==> src/rtl/my_float_div.sv <==
// Iterative half-precision divider: restoring mantissa division, one quotient bit per clock, then normalize and round-half-up.
// Optional exponent range check (overflow -> infinity, underflow -> zero) enabled by defining FLOAT_DIV_SATURATE_EN.
module my_float_div #(
    parameter int REG_SIZE = 16,
    parameter int EXP_SIZE = 5,
    parameter int FRA_SIZE = 10,
    parameter int BIAS     = 15
) (
    input  logic                clk_44,
    input  logic                reset_44,
    input  logic [REG_SIZE-1:0] divIn1_44,
    input  logic [REG_SIZE-1:0] divIn2_44,
    input  logic                start_44,
    output logic                busy_44,
    output logic [REG_SIZE-1:0] divOut_44,
    output logic                d_o_44
);

    localparam int EX_W  = EXP_SIZE + 2;
    localparam int MAN_W = FRA_SIZE + 2;
    localparam int Q_W   = FRA_SIZE + 3;
    localparam int CNT_W = $clog2(FRA_SIZE + 4);
    localparam logic [EX_W-1:0]  BIAS_W = EX_W'(BIAS);
    localparam logic [CNT_W-1:0] ITERS  = CNT_W'(FRA_SIZE + 3);

    typedef enum logic [2:0] {
        S_IDLE,
        S_UNPACK,
        S_DIVIDE,
        S_NORM,
        S_ROUND
    } state_t;

    state_t state, state_nxt;

    logic [REG_SIZE-1:0]    op_a, op_b;
    logic                   sr;
    logic signed [EX_W-1:0] ex;
    logic [MAN_W-1:0]       rem, dvs, rem_diff;
    logic [Q_W-1:0]         quo;
    logic [CNT_W-1:0]       cnt;
    logic                   is_dbz, is_zero;

    logic [FRA_SIZE:0]      man_sum;
    logic [EXP_SIZE-1:0]    exp_fld;
    logic [REG_SIZE-1:0]    result;
`ifdef FLOAT_DIV_SATURATE_EN
    localparam logic signed [EX_W-1:0] EX_MAX = EX_W'((1 << EXP_SIZE) - 1);
    logic signed [EX_W-1:0] ex_rnd;
`endif

    always_ff @(posedge clk_44 or posedge reset_44) begin
        if (reset_44) state <= S_IDLE;
        else          state <= state_nxt;
    end

    always_comb begin
        state_nxt = state;
        case (state)
            S_IDLE:   if (start_44) state_nxt = S_UNPACK;
            S_UNPACK: state_nxt = S_DIVIDE;
            S_DIVIDE: if (cnt == CNT_W'(1)) state_nxt = S_NORM;
            S_NORM:   state_nxt = S_ROUND;
            S_ROUND:  state_nxt = S_IDLE;
            default:  state_nxt = S_IDLE;
        endcase
    end

    assign rem_diff = rem - dvs;

    // Exponent field wraps modulo 2^EXP_SIZE unless the range check is built in.
    always_comb begin
        man_sum = {1'b0, quo[Q_W-2:2]} + {{FRA_SIZE{1'b0}}, quo[1]};
        exp_fld = ex[EXP_SIZE-1:0] + {{(EXP_SIZE-1){1'b0}}, man_sum[FRA_SIZE]};
        result  = {sr, exp_fld, man_sum[FRA_SIZE-1:0]};
`ifdef FLOAT_DIV_SATURATE_EN
        ex_rnd = ex + $signed({{(EX_W-1){1'b0}}, man_sum[FRA_SIZE]});
        if (ex_rnd >= EX_MAX)
            result = {sr, {EXP_SIZE{1'b1}}, {FRA_SIZE{1'b0}}};
        else if (ex_rnd <= 0)
            result = {sr, {(REG_SIZE-1){1'b0}}};
`endif
        if (is_dbz)
            result = {sr, {EXP_SIZE{1'b1}}, {FRA_SIZE{1'b0}}};
        else if (is_zero)
            result = {sr, {(REG_SIZE-1){1'b0}}};
    end

    always_ff @(posedge clk_44 or posedge reset_44) begin
        if (reset_44) begin
            op_a      <= '0;
            op_b      <= '0;
            sr        <= 1'b0;
            ex        <= '0;
            rem       <= '0;
            dvs       <= '0;
            quo       <= '0;
            cnt       <= '0;
            is_dbz    <= 1'b0;
            is_zero   <= 1'b0;
            busy_44   <= 1'b0;
            d_o_44    <= 1'b0;
            divOut_44 <= '0;
        end else begin
            case (state)
                S_IDLE: begin
                    if (start_44) begin
                        op_a    <= divIn1_44;
                        op_b    <= divIn2_44;
                        busy_44 <= 1'b1;
                        d_o_44  <= 1'b0;
                    end
                end
                S_UNPACK: begin
                    sr  <= op_a[REG_SIZE-1] ^ op_b[REG_SIZE-1];
                    ex  <= {2'b00, op_a[REG_SIZE-2 -: EXP_SIZE]}
                         - {2'b00, op_b[REG_SIZE-2 -: EXP_SIZE]} + BIAS_W;
                    rem <= {2'b01, op_a[FRA_SIZE-1:0]};
                    dvs <= {2'b01, op_b[FRA_SIZE-1:0]};
                    quo <= '0;
                    cnt <= ITERS;
                    is_dbz  <= (op_b[REG_SIZE-2 -: EXP_SIZE] == '0) && (op_b[FRA_SIZE-1:0] == '0);
                    is_zero <= (op_a[REG_SIZE-2 -: EXP_SIZE] == '0);
                end
                S_DIVIDE: begin
                    cnt <= cnt - 1'b1;
                    if (rem >= dvs) begin
                        quo <= {quo[Q_W-2:0], 1'b1};
                        rem <= {rem_diff[MAN_W-2:0], 1'b0};
                    end else begin
                        quo <= {quo[Q_W-2:0], 1'b0};
                        rem <= {rem[MAN_W-2:0], 1'b0};
                    end
                end
                S_NORM: begin
                    if (!quo[Q_W-1]) begin
                        quo <= {quo[Q_W-2:0], 1'b0};
                        ex  <= ex - 1'b1;
                    end
                end
                S_ROUND: begin
                    divOut_44 <= result;
                    d_o_44    <= 1'b1;
                    busy_44   <= 1'b0;
                end
                default: ;
            endcase
        end
    end

endmodule

==> config.mk <==
export PLATFORM = sky130hd
export DESIGN_NAME = my_float_div
export DESIGN_NICKNAME = d
export VERILOG_FILES = /design/src/rtl/my_float_div.sv
export SDC_FILE = /design/constraint.sdc
export NUM_CORES = 1
export LEC_CHECK = 0
export CAP_MARGIN = 20
export CORE_MARGIN = 2
export CORE_UTILIZATION = 61
export CTS_CLUSTER_DIAMETER = 50
export CTS_CLUSTER_SIZE = 28
export DETAILED_ROUTE_END_ITERATION = 10
export PLACE_DENSITY = 0.91
export SLEW_MARGIN = 20
export SYNTH_ARGS = -nofsm -noshare
export SYNTH_HDL_FRONTEND = slang
export SYNTH_SLANG_ARGS = --single-unit
==> constraint.sdc <==
create_clock -name clk_44 -period 6.9 [get_ports clk_44]
set_clock_uncertainty 0.2 [all_clocks]
set_input_delay 1.38 -clock clk_44 [delete_from_list [all_inputs] [get_ports clk_44]]
set_output_delay 1.38 -clock clk_44 [all_outputs]
set_load 0.05 [all_outputs]
==> flow_summary.ini <==
[synthesis]
synth-edff-count = 0
ys_ff_latch = 101
synth_xor_area_share_pct = 4.20
ys_seq_area_share_pct = 48.5
synth_top_area_share_pct = 48.5
syn_area_per_cell_um2 = 10.3
synth_flop_cell = dfrtp_1
ys.warnings.count = 0
synth_top_family_by_area = compound AO/OA/AOI/OAI gates
muxShareOfSynthArea_pct = 6.63
syn-instance-count = 505
yosysMostFrequentCell = dfrtp_1
synth_common_cells = 101 x dfrtp_1, 65 x nand2_1, 40 x o21ai_0
syn_area_um2 = 5210
async_reset_ff_share_pct = 100
synth_top_cells_by_area = dfrtp_1 49%, mux2_2 6.1%, ha_1 5.5%
synth_compound_area_share_pct = 16.3
synthAdderAreaFrac_pct = 6.29
synth_cell_types = 58
synth_nets = 565
synth-simple-area-share_pct = 13.6
yosys.area.top_type = dfrtp_1

[cts]
cts.htree.levels = 3
clock_sinks = 101
cts.clk_slew.worst_paths_ns = 0.10
root_buffer = clkbuf_8
cts.path.max_buffers = 2
cts_tree = yes
cts_buffers = 9
cts_hold_buffers = 0
cts_resized = 0
cts_setup_buffers = 0
clk_latency_ns = 0.36

[floorplanning]
coreArea_um2 = 8260
initial_core_util_pct = 63.1
die_area_um2 = 9290
rows = 33
pin_count = 53
die_w_um = 96.4
die_height_um = 96.4

[drt]
post-route-drc-count = 0
drt_pass1_iterations = 5
via_per_inst = 6.01
drt_wl_total_um = 10900
ant_nets = 0
drt_iter0_markers = 249
dr_total_vias = 3947
wire_per_inst_um = 16.6

[power_and_ir_drop]
irDropWorstVdd_mv = 0.275
finalPower_mw = 3.24
p_leak_nw = 2.57
powerDensity_nw_per_um2 = 541

[global_routing]
grt_max_degree = 85
antenna_found_initial = 0
overflow = 0
grt_pass1_wl_um = 18100
grt.total_usage_pct = 25.3
first_global_vias = 3850

[place]
globalplace.congestion = 0.917
io_buffers = 52
dp_cells = 641
pre_cts_ws_ns = 3.67
dp_hpwl_um = 7890
placed_cell_area_um2 = 5760

[finish]
instances_no_fill = 657
diodes = 0
final_util_pct = 72.7
fill_cells = 595
drive_above_1_share_pct = 12.0
fin_area_um2 = 6000
fin_nets = 607
area_growth_pct = 15.2

[timing]
fin_hold_ws_ns = 0.269
rsz0062_at_grt = no
finalHoldViolCount = 0
max_freq_mhz = 321
tightest_slew_ns = 0.800
min_period_ns = 3.12
fin_crit_sh_pct = 45.2
setup_viol = 0
slew_viol_final = 0
max_slew_margin_pct = 46.4
setup-tns-final_ns = 0
fin_ws_ns = 3.78

[critical_path]
crit_type = reg2out
path_buf_inv = 1
cpPeakStageDelay_ns = 0.81
cp.arrival_ns = 1.54
worstSetupEndpointType = primary output
worstPathRequired_ns = 5.32
r2r_start = rem[0]
crit_path_start_kind = flop
slowest_stage = clkdlybuf4s50_1
crit_family = buffers and inverters
critPathLaunch = divOut_44[15]
crit_chain = clkdlybuf4s50_1
worstPathMaxFanout = 2

[status]
status = complete, no violations

[worst_hold_path]
hold_class = reg2reg
hp-start = dvs[10]

[run]
max_cap_viol_count = 0
==> routing by layer <==
layer	vias to the layer above	wire length (µm)	track usage [%]
li1	1872	-	-
met1	1926	4470	32.6
met2	134	5710	44.2
met3	15	521	3.34
met4	0	179	8.80
met5	-	0	0
==> cell families (layout without fill, tap and decap cells) <==
logic type | after synthesis | after routing
simple gates | 149 | 149
compound gates | 123 | 123
fa+ha+maj | 25 | 25
buf+inv | 51 | 98
xor+xnor | 25 | 25
mux | 31 | 31
flops | 101 | 101
==> cells in the final DEF (no fill, tap or decap), types with 3 or more instances in the layout <==
master           Yosys  layout
nand2_1             65      65
a211oi_1             4       4
mux2i_1              3       3
o21ai_0             40      40
xnor2_1             15      15
nor4_1               8       8
inv_1               27      26
o21ai_1              7       7
nor3_1               7       6
a22o_1              14      14
clkbuf_8             0      11
mux2_2              28      28
a31oi_1             11      11
and3_1               9       9
and2_1               3       3
nor2_1              18      18
dfrtp_1            101     101
ha_1                23      23
clkdlybuf4s50_1      0      52
a21oi_1             15      15
o21a_1               5       5
xor2_1              10      10
nor2b_1              5       4
or3_1                4       4
nand2b_1             3       3
nand4_1              4       4
nand3_1             16      16
==> final timing paths <==
| kind | endpoint | slack, ns | depth (start not counted) |
|---|---|---|---|
| max | divOut_44[15] | 3.78 | 1 |
| min | dvs[10] | 0.27 | 2 |
| max reg2reg | rem[8] | 4.22 | 9 |
| min reg2reg | dvs[10] | 0.27 | 2 |
| max in group asynchronous | op_a[5] | 4.45 | 3 |
| min in group asynchronous | divOut_44[9] | 1.08 | 2 |
==> final cells by class <==
| type | count | area [µm²] | area share, % |
|---|---|---|---|
| Clock buffer | 12 | 155 | 2.59 |
| Clock inverter | 4 | 77.6 | 1.29 |
| Inverter | 27 | 104 | 1.73 |
| Multi-Input combinational cell | 353 | 2460 | 41.0 |
| Sequential cell | 101 | 2530 | 42.1 |
| Tap cell | 105 | 131 | 2.19 |
| Timing Repair Buffer | 55 | 547 | 9.11 |
==> state kept, by name (all words and copies together) (netlist names) <==
signal     flops
d_o_44         1
op_a          16
rem           12
dvs           11
cnt            4
ex             5
op_b          16
is_dbz         1
quo           13
busy_44        1
sr             1
is_zero        1
state          3
divOut_44     16
==> power breakdown <==
group / leakage [nW] / switching, mW / internal (mW)
Sequential: 1.25 / 0.207 / 0.845
Clock: 0.117 / 0.202 / 0.226
Combinational: 1.20 / 1.01 / 0.749
Note: power is estimated with default switching activity, not from simulation.
